## src/rtl/seven_segment_scan_pkg.sv

```systemverilog
// ---------------------------------------------------------------------------
// seven_segment_pkg
//
// Shared definitions for the digit-multiplexed seven-segment scanner:
//   - scan_state_t   : scanner FSM states (IDLE, BLANK, DRIVE)
//   - SEG_ALL_OFF_*  : segment-bus values that light nothing, per polarity
//   - dwell_cycles() : clock cycles spent on each digit slot
// ---------------------------------------------------------------------------
package seven_segment_pkg;

    typedef enum logic [1:0] {
        IDLE  = 2'd0,
        BLANK = 2'd1,
        DRIVE = 2'd2
    } scan_state_t;

    localparam logic [7:0] SEG_ALL_OFF_HIGH = 8'h00;
    localparam logic [7:0] SEG_ALL_OFF_LOW  = 8'hFF;

    // Cycles per digit slot. Integer division: the slot rate is rounded
    // up slightly when CLOCK_HZ is not a multiple of DWELL_HZ.
    function automatic int dwell_cycles(input int clock_hz, input int dwell_hz);
        return clock_hz / dwell_hz;
    endfunction

endpackage : seven_segment_pkg

```

## src/rtl/seven_segment_scan_timer.sv

```systemverilog
// ---------------------------------------------------------------------------
// scan_timer
//
// Slot timer for the seven-segment scanner. Counts 0 .. DWELL-1 and wraps
// on its own; a synchronous clear holds it at 0.
//
// Ports:
//   clk_i         system clock
//   rst_n_i       asynchronous active-low reset (timer -> 0)
//   clear_i       synchronous clear, forces the next value to 0
//   blank_done_o  timer == BLANK_CYCLES-1 (last blanked cycle of a slot)
//   slot_done_o   timer == DWELL-1        (last cycle of a slot)
// ---------------------------------------------------------------------------
module scan_timer
    import seven_segment_pkg::*;
#(
    parameter int DWELL        = 10,
    parameter int BLANK_CYCLES = 2
) (
    input  logic clk_i,
    input  logic rst_n_i,
    input  logic clear_i,
    output logic blank_done_o,
    output logic slot_done_o
);

    localparam int TW = $clog2(DWELL);

    localparam logic [TW-1:0] BLANK_LAST = TW'(BLANK_CYCLES - 1);
    localparam logic [TW-1:0] SLOT_LAST  = TW'(DWELL - 1);

    logic [TW-1:0] timer_q;
    logic [TW-1:0] timer_d;

    assign blank_done_o = (timer_q == BLANK_LAST);
    assign slot_done_o  = (timer_q == SLOT_LAST);

    // Wrap explicitly at DWELL-1 so a non-power-of-two DWELL never runs
    // past the slot length.
    always_comb begin
        timer_d = timer_q + 1'b1;
        if (clear_i || slot_done_o) begin
            timer_d = '0;
        end
    end

    always_ff @(posedge clk_i or negedge rst_n_i) begin
        if (!rst_n_i) begin
            timer_q <= '0;
        end else begin
            timer_q <= timer_d;
        end
    end

endmodule : scan_timer

```

## src/rtl/seven_segment_scan.sv

```systemverilog
// ---------------------------------------------------------------------------
// seven_segment_scan
//
// Digit-multiplexed driver for a common-segment seven-segment display.
// Each digit gets a slot of DWELL = CLOCK_HZ/DWELL_HZ cycles: BLANK_CYCLES
// with everything off (anti-ghosting), then the digit driven for the rest.
// A snapshot of all input patterns is taken at the start of every frame so
// a mid-scan change of the inputs never tears the displayed value.
//
// Ports:
//   clock             system clock
//   reset_n           asynchronous active-low reset
//   enable            scan enable; low blanks the display and parks in IDLE
//   seven_segment_in  [NUM-1:0][7:0] patterns, bit7 = DP, bits6:0 = g..a,
//                     logic-1 = lit, digit 0 rightmost
//   brightness        [3:0] PWM duty (only with SEVEN_SEGMENT_SCAN_DIMMING_EN)
//   segments          shared segment bus, polarity per ACTIVE_LOW
//   digit_sel         one-hot digit strobe, polarity per ACTIVE_LOW
//   frame_start       one-cycle pulse in the first cycle of the digit-0 slot
//
// Optional feature: define SEVEN_SEGMENT_SCAN_DIMMING_EN to add the
// brightness input and a free-running 4-bit PWM that gates the segments
// (digit_sel stays asserted) during DRIVE.
// ---------------------------------------------------------------------------
module seven_segment_scan
    import seven_segment_pkg::*;
#(
    parameter int NUM          = 6,
    parameter int CLOCK_HZ     = 50000000,
    parameter int DWELL_HZ     = 1000,
    parameter int BLANK_CYCLES = 16,
    parameter int ACTIVE_LOW   = 1
) (
    input  logic                  clock,
    input  logic                  reset_n,
    input  logic                  enable,
    input  logic [NUM-1:0][7:0]   seven_segment_in,
`ifdef SEVEN_SEGMENT_SCAN_DIMMING_EN
    input  logic [3:0]            brightness,
`endif
    output logic [7:0]            segments,
    output logic [NUM-1:0]        digit_sel,
    output logic                  frame_start
);

    localparam int DWELL = dwell_cycles(CLOCK_HZ, DWELL_HZ);
    localparam int IDX_W = (NUM > 1) ? $clog2(NUM) : 1;

    localparam logic [IDX_W-1:0] IDX_LAST = IDX_W'(NUM - 1);

    localparam logic [7:0]     SEG_OFF = (ACTIVE_LOW != 0) ? SEG_ALL_OFF_LOW
                                                           : SEG_ALL_OFF_HIGH;
    localparam logic [NUM-1:0] SEL_OFF = (ACTIVE_LOW != 0) ? {NUM{1'b1}}
                                                           : {NUM{1'b0}};

    // -----------------------------------------------------------------------
    // State
    // -----------------------------------------------------------------------
    scan_state_t              state_q,       state_d;
    logic [IDX_W-1:0]         index_q,       index_d;
    logic [NUM-1:0][7:0]      snapshot_q,    snapshot_d;
    logic [7:0]               segments_q,    segments_d;
    logic [NUM-1:0]           digit_sel_q,   digit_sel_d;
    logic                     frame_start_q, frame_start_d;

    logic                     timer_clear;
    logic                     blank_done;
    logic                     slot_done;
    logic                     seg_gate;
    logic [NUM-1:0]           onehot_d;

    scan_timer #(
        .DWELL        (DWELL),
        .BLANK_CYCLES (BLANK_CYCLES)
    ) u_scan_timer (
        .clk_i        (clock),
        .rst_n_i      (reset_n),
        .clear_i      (timer_clear),
        .blank_done_o (blank_done),
        .slot_done_o  (slot_done)
    );

    // -----------------------------------------------------------------------
    // Optional PWM dimming of the segment bus
    // -----------------------------------------------------------------------
`ifdef SEVEN_SEGMENT_SCAN_DIMMING_EN
    logic [3:0] pwm_cnt_q;

    always_ff @(posedge clock or negedge reset_n) begin
        if (!reset_n) begin
            pwm_cnt_q <= 4'd0;
        end else begin
            pwm_cnt_q <= pwm_cnt_q + 4'd1;
        end
    end

    // 15 is treated as fully on; otherwise lit for 'brightness' of every
    // 16 cycles, so 0 never lights.
    assign seg_gate = (brightness == 4'hF) || (pwm_cnt_q < brightness);
`else
    assign seg_gate = 1'b1;
`endif

    // -----------------------------------------------------------------------
    // Next-state logic
    // -----------------------------------------------------------------------
    always_comb begin
        state_d       = state_q;
        index_d       = index_q;
        snapshot_d    = snapshot_q;
        frame_start_d = 1'b0;
        timer_clear   = 1'b0;

        // enable low dominates everything, including a frame wrap.
        if (!enable) begin
            state_d     = IDLE;
            index_d     = '0;
            timer_clear = 1'b1;
        end else begin
            unique case (state_q)
                IDLE: begin
                    state_d       = BLANK;
                    index_d       = '0;
                    snapshot_d    = seven_segment_in;
                    frame_start_d = 1'b1;
                    timer_clear   = 1'b1;
                end
                BLANK: begin
                    if (blank_done) begin
                        state_d = DRIVE;
                    end
                end
                DRIVE: begin
                    if (slot_done) begin
                        state_d = BLANK;
                        if (index_q == IDX_LAST) begin
                            index_d       = '0;
                            snapshot_d    = seven_segment_in;
                            frame_start_d = 1'b1;
                        end else begin
                            index_d = index_q + 1'b1;
                        end
                    end
                end
                default: begin
                    state_d     = IDLE;
                    index_d     = '0;
                    timer_clear = 1'b1;
                end
            endcase
        end
    end

    // -----------------------------------------------------------------------
    // Output decode
    //
    // Decoded from the next state so the registered outputs line up with
    // the state register: the cycle that enters a slot is also the cycle
    // its outputs appear, and frame_start coincides with the first blank
    // cycle of digit 0.
    // -----------------------------------------------------------------------
    for (genvar gi = 0; gi < NUM; gi++) begin : g_onehot
        assign onehot_d[gi] = (index_d == IDX_W'(gi));
    end

    always_comb begin
        segments_d  = SEG_OFF;
        digit_sel_d = SEL_OFF;
        if (state_d == DRIVE) begin
            digit_sel_d = (ACTIVE_LOW != 0) ? ~onehot_d : onehot_d;
            if (seg_gate) begin
                segments_d = (ACTIVE_LOW != 0) ? ~snapshot_d[index_d]
                                               :  snapshot_d[index_d];
            end
        end
    end

    // -----------------------------------------------------------------------
    // Registers. Reset drives the outputs straight to OFF, so an asserted
    // reset_n blanks the display without waiting for a clock edge.
    // -----------------------------------------------------------------------
    always_ff @(posedge clock or negedge reset_n) begin
        if (!reset_n) begin
            state_q       <= IDLE;
            index_q       <= '0;
            snapshot_q    <= '0;
            segments_q    <= SEG_OFF;
            digit_sel_q   <= SEL_OFF;
            frame_start_q <= 1'b0;
        end else begin
            state_q       <= state_d;
            index_q       <= index_d;
            snapshot_q    <= snapshot_d;
            segments_q    <= segments_d;
            digit_sel_q   <= digit_sel_d;
            frame_start_q <= frame_start_d;
        end
    end

    assign segments    = segments_q;
    assign digit_sel   = digit_sel_q;
    assign frame_start = frame_start_q;

endmodule : seven_segment_scan

```

## config.mk

```make
export PLATFORM = sky130hd
export DESIGN_NAME = seven_segment_scan
export DESIGN_NICKNAME = d
export VERILOG_FILES = /design/src/rtl/seven_segment_scan_pkg.sv /design/src/rtl/seven_segment_scan_timer.sv /design/src/rtl/seven_segment_scan.sv
export SDC_FILE = /design/constraint.sdc
export NUM_CORES = 1
export LEC_CHECK = 0
export ABC_AREA = 1
export CAP_MARGIN = 25
export CELL_PAD_IN_SITES_DETAIL_PLACEMENT = 1
export CELL_PAD_IN_SITES_GLOBAL_PLACEMENT = 1
export CORE_MARGIN = 2
export CORE_UTILIZATION = 45
export CTS_BUF_LIST = sky130_fd_sc_hd__clkbuf_16
export DETAILED_ROUTE_END_ITERATION = 6
export DONT_BUFFER_PORTS = 1
export PLACE_DENSITY = 0.76
export SYNTH_ARGS = -nofsm -noshare
export SYNTH_HDL_FRONTEND = slang
export SYNTH_SLANG_ARGS = --single-unit
export TNS_END_PERCENT = 100
```

## constraint.sdc

```tcl
create_clock -name clock -period 3.25 [get_ports clock]
set_input_delay 0.975 -clock clock [delete_from_list [all_inputs] [get_ports clock]]
set_output_delay 0.975 -clock clock [all_outputs]
set_load 0.01 [all_outputs]
```

# Yosys cells after proc, flatten, opt, wreduce, memory -nomap -nowiden

Index checks and enable logic that the tools add are counted.

Bits in latches: 0
Memories: 0
RAM bits: 0
Input port bits: 51
Bits in registers: 84
ROM bits: 0
Logic and storage cells: 55
Output and inout port bits: 15

Add/subtract/negate cells: 2
Mux-type cells: 23
Reductions and logical operators: 4
Shift-type cells: 0
Bitwise gates (word level): 2
$mul: 0
Eq/ne operators: 11
Divide/modulo/power cells: 0
$lt $le $gt $ge: 1

Operator list:

| operator              | number |
|---|---|
| $mux 48               | 3 |
| $pmux 48 s2           | 1 |
| $bmux 8 s3            | 1 |
| $add 16x1->16 const B | 1 |
| $eq 16x16->1 const B  | 1 |
| $eq 16x4->1 const B   | 1 |
| $mux 16               | 1 |
| $mux 8                | 2 |
| $eq 3x3->1 const B    | 3 |
| $mux 3                | 3 |
| $not 8->8             | 1 |
| $eq 3x2->1 const B    | 2 |
| $mux 2                | 3 |
| $mux 6                | 1 |
| $not 6->6             | 1 |
| $pmux 2 s3            | 1 |
| $pmux 3 s2            | 1 |
| $mux 1                | 5 |
| $eq 2x2->1 const B    | 2 |
| $lt 3x4->1 const B    | 1 |
| $add 3x1->3 const B   | 1 |
| $eq 3x1->1 const B    | 1 |
| $logic_not 3->1       | 1 |
| $eq 2x1->1 const B    | 1 |
| 4 further kinds       | 4 |

# Depth between registers and ports, before layout

Gate-level depths: netlist (run 1).

Word-level depth: 9
Gate-level depth with buffers: 17
Mapped depth without buffers: 16

# Cells and area by module

A second synthesis (run 1) with hierarchy kept.

Cell total of the unflattened synthesis: 551
Area, all modules: 4,321.6 um^2

Modules (own cells, without submodules):

| module             | cells an instance | instances | area each (um^2) | seq. area each (um^2) |
|---|---|---|---|---|
| seven_segment_scan | 432               | 1         | 3,350.7          | 1,719.1 |
| scan_timer         | 119               | 1         | 970.9            | 400.4 |

# Worst setup path after synthesis (run 1)

OpenSTA, ideal clock, no wires.

Path kind: input to register
From: input enable
To: register segments_q[1] (netlist: segments[1])
Arrival time: 2,156 ps
Stages on the path: 14
Setup slack: 1,034 ps
Library setup time: 60 ps
Buffers on the path: 2
Data required time: 3,190 ps
Cells stage by stage: buf_2 inv_1 a21oi_4 inv_2 buf_2 a21oi_1 nand2_1 nand2_1 nand2_1 nand2_1 nand2_1 nand2_1 nand2_1 nand2_1

Word-level cells in the longest chain between the ends: 5
Elaborated cells between the ends (all ways): 8
Those cells by class: 1 x eq/ne; 6 x mux; 1 x bitwise

Ends and longest elaborated chain:

| what                                     | RTL line                  | text |
|---|---|---|
| start, declared                          | seven_segment_scan.sv:36  | `input logic enable,` |
| $mux 48 / $mux 3 (equally long branches) | seven_segment_scan.sv:115 | `if (!enable) begin` |
| $bmux 8 s3                               | --                        |  |
| $mux 8 (not written as such)             | seven_segment_scan.sv:172 | `segments_d = (ACTIVE_LOW != 0) ? ~snapshot_d[index_d]` |
| $not 8->8                                | seven_segment_scan.sv:172 |  |
| $mux 8 *                                 | seven_segment_scan.sv:169 | `if (state_d == DRIVE) begin` |
| named net segments_d[1]                  | seven_segment_scan.sv:62  | `logic [7:0] segments_q, segments_d;` |
| end signal, assigned                     | seven_segment_scan.sv:194 | `segments_q <= segments_d;` |
| end, declared                            | seven_segment_scan.sv:62  |  |

Mark *: on every way through the listed nets, which the timed path passes. The rest lies on a longest branch. The select of a mux whose other input is x is not followed.

# Worst setup path in the final report (run 1)

From: register index_q[1]
To: register segments_q[7] (netlist: segments[7])

Word-level cells in the longest chain between the ends: 9
Elaborated cells between the ends (all ways): 14
Those cells by class: 1 x add/sub; 1 x eq/ne; 11 x mux; 1 x bitwise

Ends and longest elaborated chain:

| what                                             | RTL line                                             | text |
|---|---|---|
| start, declared                                  | seven_segment_scan.sv:60                             | `logic [IDX_W-1:0] index_q, index_d;` |
| start signal, assigned                           | seven_segment_scan.sv:192                            | `index_q <= index_d;` |
| $add 3x1->3 / $eq 3x3->1 (equally long branches) | seven_segment_scan.sv:141, seven_segment_scan.sv:136 |  |
| $mux 3 / $mux 48 (equally long branches)         | seven_segment_scan.sv:136                            | `if (index_q == IDX_LAST) begin` |
| $mux 3 / $mux 48 (equally long branches)         | seven_segment_scan.sv:134                            | `if (slot_done) begin` |
| $pmux 3 s2 / $pmux 48 s2 (equally long branches) | seven_segment_scan.sv:120                            | `unique case (state_q)` |
| $mux 3 / $mux 48 (equally long branches)         | seven_segment_scan.sv:115                            |  |
| $bmux 8 s3 *                                     | --                                                   |  |
| $mux 8 (not written as such) *                   | seven_segment_scan.sv:172                            |  |
| $not 8->8 *                                      | seven_segment_scan.sv:172                            |  |
| $mux 8 *                                         | seven_segment_scan.sv:169                            |  |
| named net segments_d[7]                          | seven_segment_scan.sv:62                             |  |

Marked as above.

==> impl_summary.log, run 1 <==
[metrics] share of the core filled with cells in the final layout: 0.491
[metrics] number of antenna violations at the first check in global routing: 0
[metrics] TritonCTS clock tree: yes
[metrics] peak clock frequency supported by timing: 383 MHz
[metrics] Post-Synthesis Cells: 834
[metrics] post-route ant nets: 0
[metrics] Core ar.: 12100 sq um
[metrics] post-synthesis instance area: 5630 sq um
[metrics] crit path setup slack, layout: 0.640 ns
[metrics] largest net degree at the start of global routing: 85
[metrics] Critical Path Source Type: register
[metrics] slew of the pin with the lowest slew margin: 0.556 ns
[metrics] global router's overall resource usage: 0.279
[metrics] final-report hold violation count: 0
[metrics] Worst Setup Slack post-DPL: 0.625 ns
[metrics] vias per cell: 5.52
[metrics] global-route wire length before repair: 29000 um
[metrics] maximum resistive drop on vdd: 0.246 mV
[metrics] post-route design area: 5950 sq um
[metrics] path type of the worst min-delay path: in2async
[metrics] count of synthesis-stage warnings from yosys: 0
[metrics] most common cell after layout, fill and taps aside: nand2_1
[metrics] start-to-end type of the worst setup path: reg2reg
[metrics] Initial Util: 0.465
[metrics] PortBufs: 0
[metrics] tightest hold margin: 0.325 ns
[metrics] gp weighted congestion: 0.833
[metrics] hold buffer count at CTS: 0
[metrics] chip height: 116 um
[metrics] Syn Area/Cell: 6.75 sq um
[metrics] via count of the first global-routing pass: 5825
[metrics] Final nets: 866
[metrics] number of max-slew violations in the final report: 0
[metrics] crit path capture type: register
[metrics] count of state elements after synthesis: 84
[metrics] Seq/Total Area, Yosys: 0.376
[metrics] fraction of layout cells with a size suffix above 1: 0.130
[metrics] setup repair after global routing missed its margin: false
[metrics] worst skew pair latency: 0.34 ns
[metrics] total setup violations reported at the end of the flow: 0
[metrics] PwrDens: 468 nW/um^2
[metrics] most numerous cell on the critical path: nor2_1
[metrics] CTS H-tree lvls: 3
[metrics] largest incremental delay on the critical path: 0.43 ns
[metrics] total length of routed wires: 17700 um
[metrics] floorplan die width: 116 um
[metrics] cell breakdown of the critical path: inv_2, nand3_2, nand3b_4, nand2_4, nand2_1, nor2_1, a21oi_1, nor2_1, nor2_1, nor2_1, nand2_1
[metrics] Post-DP HPWL: 12000 um
[metrics] worst clock skew: 0.0101 ns
[metrics] highest-delay cell along the critical path: dfrtp_1
[metrics] clock tree root driver cell: clkbuf_16
[metrics] required arrival time at the worst endpoint: 3.51 ns
[metrics] post-route fraction of the period consumed by the critical path: 0.803
[metrics] iteration-0 DRC count of the detailed router: 300
[metrics] ANT cells: 0
[metrics] total CTS buffers: 9
[metrics] area delta synth->final: 5.60%
[metrics] cells resized by post-CTS repair: 0
[metrics] maximum buffer depth of the clock tree: 2
[metrics] data arrival at the endpoint of the critical path: 2.87 ns
[metrics] number of top-level design ports: 66
[metrics] reported leakage power: 0.00301 uW
[metrics] status: complete, no violations
[metrics] commonest cells after routing, fill and taps aside: nand2_1, nand3_1, dfrtp_1
[metrics] Setup TNS: 0 ns
[metrics] routed via count: 5426
[metrics] Unique masters post-synth: 38
[metrics] worst-path maximum fanout: 24
[metrics] leftover overflow at the end of global routing: 0
[metrics] worst max-slew margin expressed relative to the limit: 0.628
[metrics] Crit path buffers/inverters: 1
[metrics] DP Area: 5690 sq um
[metrics] detailed-routing iteration count for the pre-antenna-repair pass: 5
[metrics] site row count: 40
[metrics] average wire per cell in the routed design: 18.0 um
[metrics] maxcap violations: 0
[metrics] total number of clock tree sinks: 84
[metrics] Setup Fix Bufs, Post-CTS: 0
[metrics] Die Footprint: 13400 sq um
[metrics] CTS clk-pin slew, worst paths: 0.06 ns
[metrics] net count after synthesis: 890
[metrics] category of cells accounting for the largest share of critical-path delay: simple AND/OR/NAND/NOR gates
[metrics] DRC violations left: 0
[metrics] final critical path time including I/O delays and setup: 2.61 ns
## worst reg2reg max path: cells and delay by family, from the launching register on
kind                   cells  cell delay [ns]
flip-flops                 1             0.43
buffers and inverters      1             0.39
AO/OA/AOI/OAI              1             0.07
AND/OR/NAND/NOR            9             1.66
## registers in the layout, summed over array words and instances, names as in the netlist
register / count
state_q: 2
u_scan_timer.timer_q: 16
digit_sel: 6
index_q: 3
snapshot_q: 48
segments: 8
frame_start: 1
## synthesized netlist by cell type, drive strengths merged
| cell | number | area [sq um] |
|---|---|---|
| a211oi | 1 | 7.51 |
| nor3 | 7 | 40.0 |
| nand3 | 107 | 573 |
| xnor2 | 1 | 8.76 |
| nor2 | 40 | 199 |
| nor4 | 1 | 6.26 |
| nor3b | 5 | 37.5 |
| nand3b | 2 | 27.5 |
| nand2 | 352 | 1350 |
| inv | 70 | 263 |
| a21oi | 34 | 204 |
| buf | 30 | 188 |
| or2 | 27 | 169 |
| ha | 5 | 62.6 |
| nand4 | 37 | 231 |
| xor2 | 2 | 17.5 |
| clkinv | 2 | 8.75 |
| dfstp | 14 | 368 |
| clkbuf | 17 | 63.8 |
| o21a | 1 | 7.51 |
| o21ai | 8 | 40.0 |
| dfrtp | 70 | 1750 |
| a21o | 1 | 7.51 |
## final cells by class
class	count	area [sq um]
fill	1648	6160
tap	168	210
inverter	72	272
multi-input combinational	631	2990
clock buffer	9	225
timing repair buffer	12	103
clock inverter	7	28.8
sequential	84	2120
## per-layer routing
| metal | track usage | vias to the layer above | wire length [um] |
|---|---|---|---|
| li1 | - | 2597 | - |
| met1 | 0.347 | 2677 | 7560 |
| met2 | 0.496 | 134 | 8900 |
| met3 | 0.0397 | 18 | 868 |
| met4 | 0.0984 | 0 | 397 |
| met5 | 0 | - | 0 |
## per-stage QoR
| step | power [uW] | std cells |
|---|---|---|
| CTS | 2800 | 983 |
| detailed placement | 1880 | 967 |
| global placement | 1840 | 967 |
| global route | 2960 | 983 |
| finish | 2780 | 983 |
| floorplan | 1730 | 834 |
## logic make-up after synthesis
group | share of synthesized area
compound gates | 0.0473
simple gates | 0.468
buf+inv | 0.0928
xor+xnor | 0.00467
fa+ha+maj | 0.0111
flops | 0.376
## path summary, 6_finish.rpt
kind	startpoint	slack [ns]	cells after the start	end
setup / recovery	index_q[1]$_DFF_PN0_	0.64	11	segments[7]$_DFF_PN1_
hold / removal	reset_n	0.33	0	u_scan_timer.timer_q[9]$_DFF_PN0_
setup reg to reg	index_q[1]$_DFF_PN0_	0.64	11	segments[7]$_DFF_PN1_
hold reg to reg	u_scan_timer.timer_q[0]$_DFF_PN0_	0.46	1	u_scan_timer.timer_q[0]$_DFF_PN0_
max in group asynchronous	reset_n	2.72	0	segments[3]$_DFF_PN1_
min in group clock	u_scan_timer.timer_q[0]$_DFF_PN0_	0.46	1	u_scan_timer.timer_q[0]$_DFF_PN0_
## report_power, final
part	switching, uW	internal [uW]
Clock	409	502
Sequential	89.3	1180
Combinational	375	229
Note: power is estimated with default switching activity, not from simulation.
==> run 2: changes to the inputs <==
clock period = 2.63 ns   (was 3.25 ns; I/O delays follow)
==> run 2 against run 1 <==
  * First-iteration DRC count increased by 14%
  * Die area is the same
  * Clock power grew 49%
  * Clock skew shrank 0.0062 ns
  * Count of clock-buffer cells in the layout did not move
  * Setup slack worse by 0.33 ns
  * Highest routed layer unchanged
==> impl_summary.log, run 2 (same netlist as run 1, synthesis figures left out) <==
[metrics] Setup Fix Bufs, Post-CTS: 0
[metrics] number of flip-flops in the largest register: 48
[metrics] average wire per cell in the routed design: 17.6 um
[metrics] final-report hold violation count: 0
[metrics] number of antenna violations at the first check in global routing: 0
[metrics] crit path setup slack, layout: 0.311 ns
[metrics] Worst Setup Slack post-DPL: 0.334 ns
[metrics] start-to-end type of the worst setup path: reg2reg
[metrics] global router's overall resource usage: 0.278
[metrics] largest register by flop count: snapshot_q
[metrics] post-route ant nets: 0
[metrics] chip height: 116 um
[metrics] leftover overflow at the end of global routing: 0
[metrics] total CTS buffers: 9
[metrics] number of top-level design ports: 66
[metrics] slew of the pin with the lowest slew margin: 0.561 ns
[metrics] Non-Filler Instances: 986
[metrics] Setup TNS: 0 ns
[metrics] detailed-routing iteration count for the pre-antenna-repair pass: 4
[metrics] global-route wire length before repair: 29100 um
[metrics] PwrDens: 612 nW/um^2
[metrics] maximum buffer depth of the clock tree: 2
[metrics] DRC violations left: 0
[metrics] PortBufs: 0
[metrics] status: complete, no violations
[metrics] reported leakage power: 0.00304 uW
[metrics] clock tree root driver cell: clkbuf_16
[metrics] Placed Cells incl. Taps: 970
[metrics] worst skew pair latency: 0.34 ns
[metrics] number of max-slew violations in the final report: 0
[metrics] routed via count: 5394
[metrics] ANT cells: 0
[metrics] worst max-slew margin expressed relative to the limit: 0.625
[metrics] Post-DP HPWL: 11800 um
[metrics] total length of routed wires: 17300 um
[metrics] setup repair after global routing missed its margin: false
[metrics] site row count: 40
[metrics] floorplan die width: 116 um
[metrics] CTS H-tree lvls: 3
[metrics] cells resized by post-CTS repair: 0
[metrics] maxcap violations: 0
[metrics] peak clock frequency supported by timing: 431 MHz
[metrics] total setup violations reported at the end of the flow: 0
[metrics] worst-path maximum fanout: 28
[metrics] Final nets: 869
[metrics] vias per cell: 5.47
[metrics] Core ar.: 12100 sq um
[metrics] required arrival time at the worst endpoint: 2.90 ns
[metrics] hold buffer count at CTS: 0
[metrics] crit path capture type: register
[metrics] area delta synth->final: 7.11%
[metrics] via count of the first global-routing pass: 5815
[metrics] iteration-0 DRC count of the detailed router: 341
[metrics] final critical path time including I/O delays and setup: 2.32 ns
[metrics] path type of the worst min-delay path: in2async
[metrics] gp weighted congestion: 0.823
[metrics] Die Footprint: 13400 sq um
[metrics] total number of clock tree sinks: 84
[metrics] Critical Path Source Type: register
[metrics] commonest cells after routing, fill and taps aside: nand2_1, nand3_1, dfrtp_1
[metrics] CTS clk-pin slew, worst paths: 0.06 ns
[metrics] fraction of layout cells with a size suffix above 1: 0.137
[metrics] worst clock skew: 0.00386 ns
[metrics] most common cell after layout, fill and taps aside: nand2_1
[metrics] maximum resistive drop on vdd: 0.391 mV
[metrics] Initial Util: 0.465
[metrics] TritonCTS clock tree: yes
[metrics] largest net degree at the start of global routing: 85
[metrics] data arrival at the endpoint of the critical path: 2.59 ns
[metrics] post-route fraction of the period consumed by the critical path: 0.882
==> run 2: changes by cell type in the layout (fill, tap and decap cells not counted) <==
cell / previous run / this run
buf_4: 11 / 14
bufinv_16: 0 / 2
clkinv_2: 3 / 1
clkinvlp_4: 0 / 2
inv_1: 61 / 59
clkinv_1: 3 / 2
inv_6: 0 / 1
==> run 2: layer usage <==
metal / vias up / global-route usage / part of all wire
met1: 2658 / 0.341 / 0.44
met5: - / 0 / 0
li1: 2604 / - / -
met4: 0 / 0.0952 / 0.020
met3: 22 / 0.0392 / 0.037
met2: 110 / 0.499 / 0.51
==> run 2: path summary, 6_finish.rpt <==
path | from | end | slack (ns) | cells past startpoint
max in group asynchronous | reset_n | segments[6]$_DFF_PN1_ | 2.27 | 0
max | state_q[0]$_DFF_PN0_ | segments[4]$_DFF_PN1_ | 0.31 | 12
min | reset_n | snapshot_q[0]$_DFF_PN0_ | 0.14 | 0
min reg2reg | u_scan_timer.timer_q[0]$_DFF_PN0_ | u_scan_timer.timer_q[0]$_DFF_PN0_ | 0.47 | 1
max reg2reg | state_q[0]$_DFF_PN0_ | segments[4]$_DFF_PN1_ | 0.31 | 12
min in group clock | u_scan_timer.timer_q[0]$_DFF_PN0_ | u_scan_timer.timer_q[0]$_DFF_PN0_ | 0.47 | 1
==> run 2: worst max-delay path: stages, from the launching register on <==
cell	delay [ns]
dfrtp_1	0.41
inv_1	0.11
ha_1	0.20
buf_4	0.34
nand3_2	0.14
nand2_2	0.14
nand3_4	0.30
nand3_1	0.25
nand2_1	0.07
nand2_1	0.06
nand2_1	0.08
nand2_1	0.07
nand2_1	0.08
==> run 2: metrics by stage <==
stage	utilization	instance area [sq um]	power, uW	hold slack [ns]
floorplan	-	5630	2140	0.433
global placement	0.472	5720	2290	0.448
detailed placement	0.472	5720	2350	0.454
finish	0.498	6030	3690	0.136
CTS	0.498	6030	3730	0.127
global route	0.498	6030	3910	0.124
==> run 2: cell type report <==
| class | count | area [sq um] |
|---|---|---|
| Fill cell | 1615 | 6080 |
| Multi-Input combinational cell | 631 | 2990 |
| Sequential cell | 84 | 2120 |
| Inverter | 72 | 272 |
| Clock buffer | 9 | 225 |
| Tap cell | 168 | 210 |
| Timing Repair Buffer | 15 | 125 |
| Clock inverter | 7 | 91.3 |
==> run 2: report_power, final <==
part | switching, uW | leakage (uW) | internal, uW
combinational | 486 | 0.00186 | 283
clock | 533 | 0.000151 | 828
sequential | 105 | 0.00103 | 1460
==> run 3: changes to the inputs <==
CORE_UTILIZATION = 42   (was 45)
PLACE_DENSITY = 0.74   (was 0.76)
clock period = 2.1 ns   (was 2.63 ns; I/O delays follow)
==> run 3 against run 2 <==
  * The run now ends with negative hold slack left
  * Flip-flop and latch count unchanged
  * Sequential power increased by 26%
  * Design area increased by 15%
  * Hold slack got worse by 0.17 ns
  * Power increased by 24%
==> impl_summary.log, run 3 (same netlist as run 1, synthesis figures left out) <==
[metrics] tightest hold margin: -0.0386 ns
[metrics] average wire per cell in the routed design: 19.1 um
[metrics] number of max-slew violations in the final report: 0
[metrics] crit path setup slack, layout: 0.0326 ns
[metrics] number of flip-flops in the largest register: 48
[metrics] maximum buffer depth of the clock tree: 2
[metrics] Critical Path Source Type: register
[metrics] final-report hold violation count: 70
[metrics] category of cells accounting for the largest share of critical-path delay: simple AND/OR/NAND/NOR gates
[metrics] cell breakdown of the critical path: ha_4, nand3_4, nor2_4, buf_6, nand3b_4, a21oi_4, nand2_1, nand3_2, nand2_1, nand2_1, nand2_1, nand2_1, nand2_1
[metrics] total setup violations reported at the end of the flow: 0
[metrics] Worst Setup Slack post-DPL: -0.178 ns
[metrics] commonest cells after routing, fill and taps aside: nand2_1, nand3_1, dfrtp_1
[metrics] chip height: 120 um
[metrics] floorplan die width: 120 um
[metrics] fraction of layout cells with a size suffix above 1: 0.262
[metrics] largest net degree at the start of global routing: 85
[metrics] violated checks: negative hold slack
[metrics] PortBufs: 0
[metrics] worst clock skew: 0.00794 ns
[metrics] worst skew pair latency: 0.36 ns
[metrics] most common cell after layout, fill and taps aside: nand2_1
[metrics] routed via count: 5751
[metrics] crit path capture type: register
[metrics] leftover overflow at the end of global routing: 0
[metrics] CTS H-tree lvls: 3
[metrics] Core ar.: 13200 sq um
[metrics] worst-path maximum fanout: 6
[metrics] CTS clk-pin slew, worst paths: 0.07 ns
[metrics] TritonCTS clock tree: yes
[metrics] total number of clock tree sinks: 84
[metrics] Initial Util: 0.427
[metrics] data arrival at the endpoint of the critical path: 2.36 ns
[metrics] global-route wire length before repair: 30900 um
[metrics] clock tree root driver cell: clkbuf_16
[metrics] area delta synth->final: 23.6%
[metrics] site row count: 42
[metrics] largest incremental delay on the critical path: 0.41 ns
[metrics] required arrival time at the worst endpoint: 2.39 ns
[metrics] global router's overall resource usage: 0.270
[metrics] reported leakage power: 0.00348 uW
[metrics] status: finished, violations left
[metrics] maximum resistive drop on vdd: 0.459 mV
[metrics] slew of the pin with the lowest slew margin: 0.381 ns
[metrics] most numerous cell on the critical path: nand2_1
[metrics] final critical path time including I/O delays and setup: 2.07 ns
[metrics] total CTS buffers: 9
[metrics] highest-delay cell along the critical path: dfrtp_1
[metrics] Die Footprint: 14400 sq um
[metrics] number of antenna violations at the first check in global routing: 0
[metrics] post-route ant nets: 0
[metrics] peak clock frequency supported by timing: 484 MHz
[metrics] Post-DP HPWL: 12700 um
[metrics] start-to-end type of the worst setup path: reg2reg
[metrics] Critical Path Start: u_scan_timer.timer_q[1]$_DFF_PN0_
[metrics] launching point of the worst reg2reg path: u_scan_timer.timer_q[1]$_DFF_PN0_
[metrics] largest register by flop count: snapshot_q
[metrics] ANT cells: 0
[metrics] share of the core filled with cells in the final layout: 0.528
[metrics] iteration-0 DRC count of the detailed router: 251
[metrics] post-route fraction of the period consumed by the critical path: 0.984
[metrics] total length of routed wires: 20000 um
[metrics] number of top-level design ports: 66
[metrics] path type of the worst min-delay path: in2async
[metrics] Crit path buffers/inverters: 1
[metrics] setup repair after global routing missed its margin: true
[metrics] worst max-slew margin expressed relative to the limit: 0.746
[metrics] detailed-routing iteration count for the pre-antenna-repair pass: 4
[metrics] maxcap violations: 0
[metrics] gp weighted congestion: 0.819
[metrics] DRC violations left: 0
[metrics] via count of the first global-routing pass: 6214
[metrics] Final nets: 921
[metrics] vias per cell: 5.50
[metrics] PwrDens: 659 nW/um^2
==> run 3: final timing paths <==
kind	cells after the start	slack, ns	end
max	13	0.03	segments[4]$_DFF_PN1_
min reg2reg	2	0.49	snapshot_q[29]$_DFF_PN0_
max reg2reg	13	0.03	segments[4]$_DFF_PN1_
min	0	-0.04	u_scan_timer.timer_q[8]$_DFF_PN0_
min in group clock	2	0.41	snapshot_q[29]$_DFF_PN0_
max in group asynchronous	0	1.93	segments[6]$_DFF_PN1_
==> run 3: power by group <==
group	switching, uW	internal [uW]	leakage (uW)
Sequential	137	1820	0.00102
Clock	719	796	0.000129
Combinational	676	438	0.00233
Total	1530	3060	0.00348
==> run 3: area by class of cell <==
class                   count  area (sq um)
well taps                 176           220
clock buffers               9           225
repair buffers             67           776
inverters                  72           278
flip-flops and latches     84          2120
clock inverters             7          42.5
multi-input cells         631          3300
fillers                  1668          6230
==> run 3: worst register-to-register path, stage by stage, from the launching register on <==
cell      delay, ns
dfrtp_1        0.41
ha_4           0.18
nand3_4        0.15
nor2_4         0.16
buf_6          0.11
nand3b_4       0.17
a21oi_4        0.29
nand2_1        0.14
nand3_2        0.12
nand2_1        0.06
nand2_1        0.05
nand2_1        0.04
nand2_1        0.07
nand2_1        0.06
==> run 3: per-stage QoR <==
step	TNS, ns	cells	hold slack [ns]	instance area (sq um)	power [uW]
3_3_place_gp	-0.173	1005	0.338	6050	2900
2_1_floorplan	0	834	0.334	5630	2680
5_1_grt	-0.514	1046	-0.0447	6960	4830
6_report	0	1046	-0.0386	6960	4590
4_1_cts	0	1027	-0.0440	6480	4510
3_5_place_dp	-0.889	1005	0.338	6050	2970
==> run 3: layer usage <==
metal | part of all wire | routed length, um | vias to the layer above | global-route usage
li1 | - | - | 2723 | -
met1 | 0.43 | 8530 | 2870 | 0.330
met2 | 0.51 | 10200 | 125 | 0.479
met3 | 0.037 | 733 | 33 | 0.0413
met4 | 0.024 | 482 | 0 | 0.101
met5 | 0 | 0 | - | 0
==> run 3: timing repair <==
item                                    4_1_cts  5_1_grt
setup buffers                                 6       16
endpoints found under the setup margin       14       15
pin swaps                                     6       24
endpoints found under the hold margin        70       70
gates cloned                                  1        3
resized for setup                            19       78
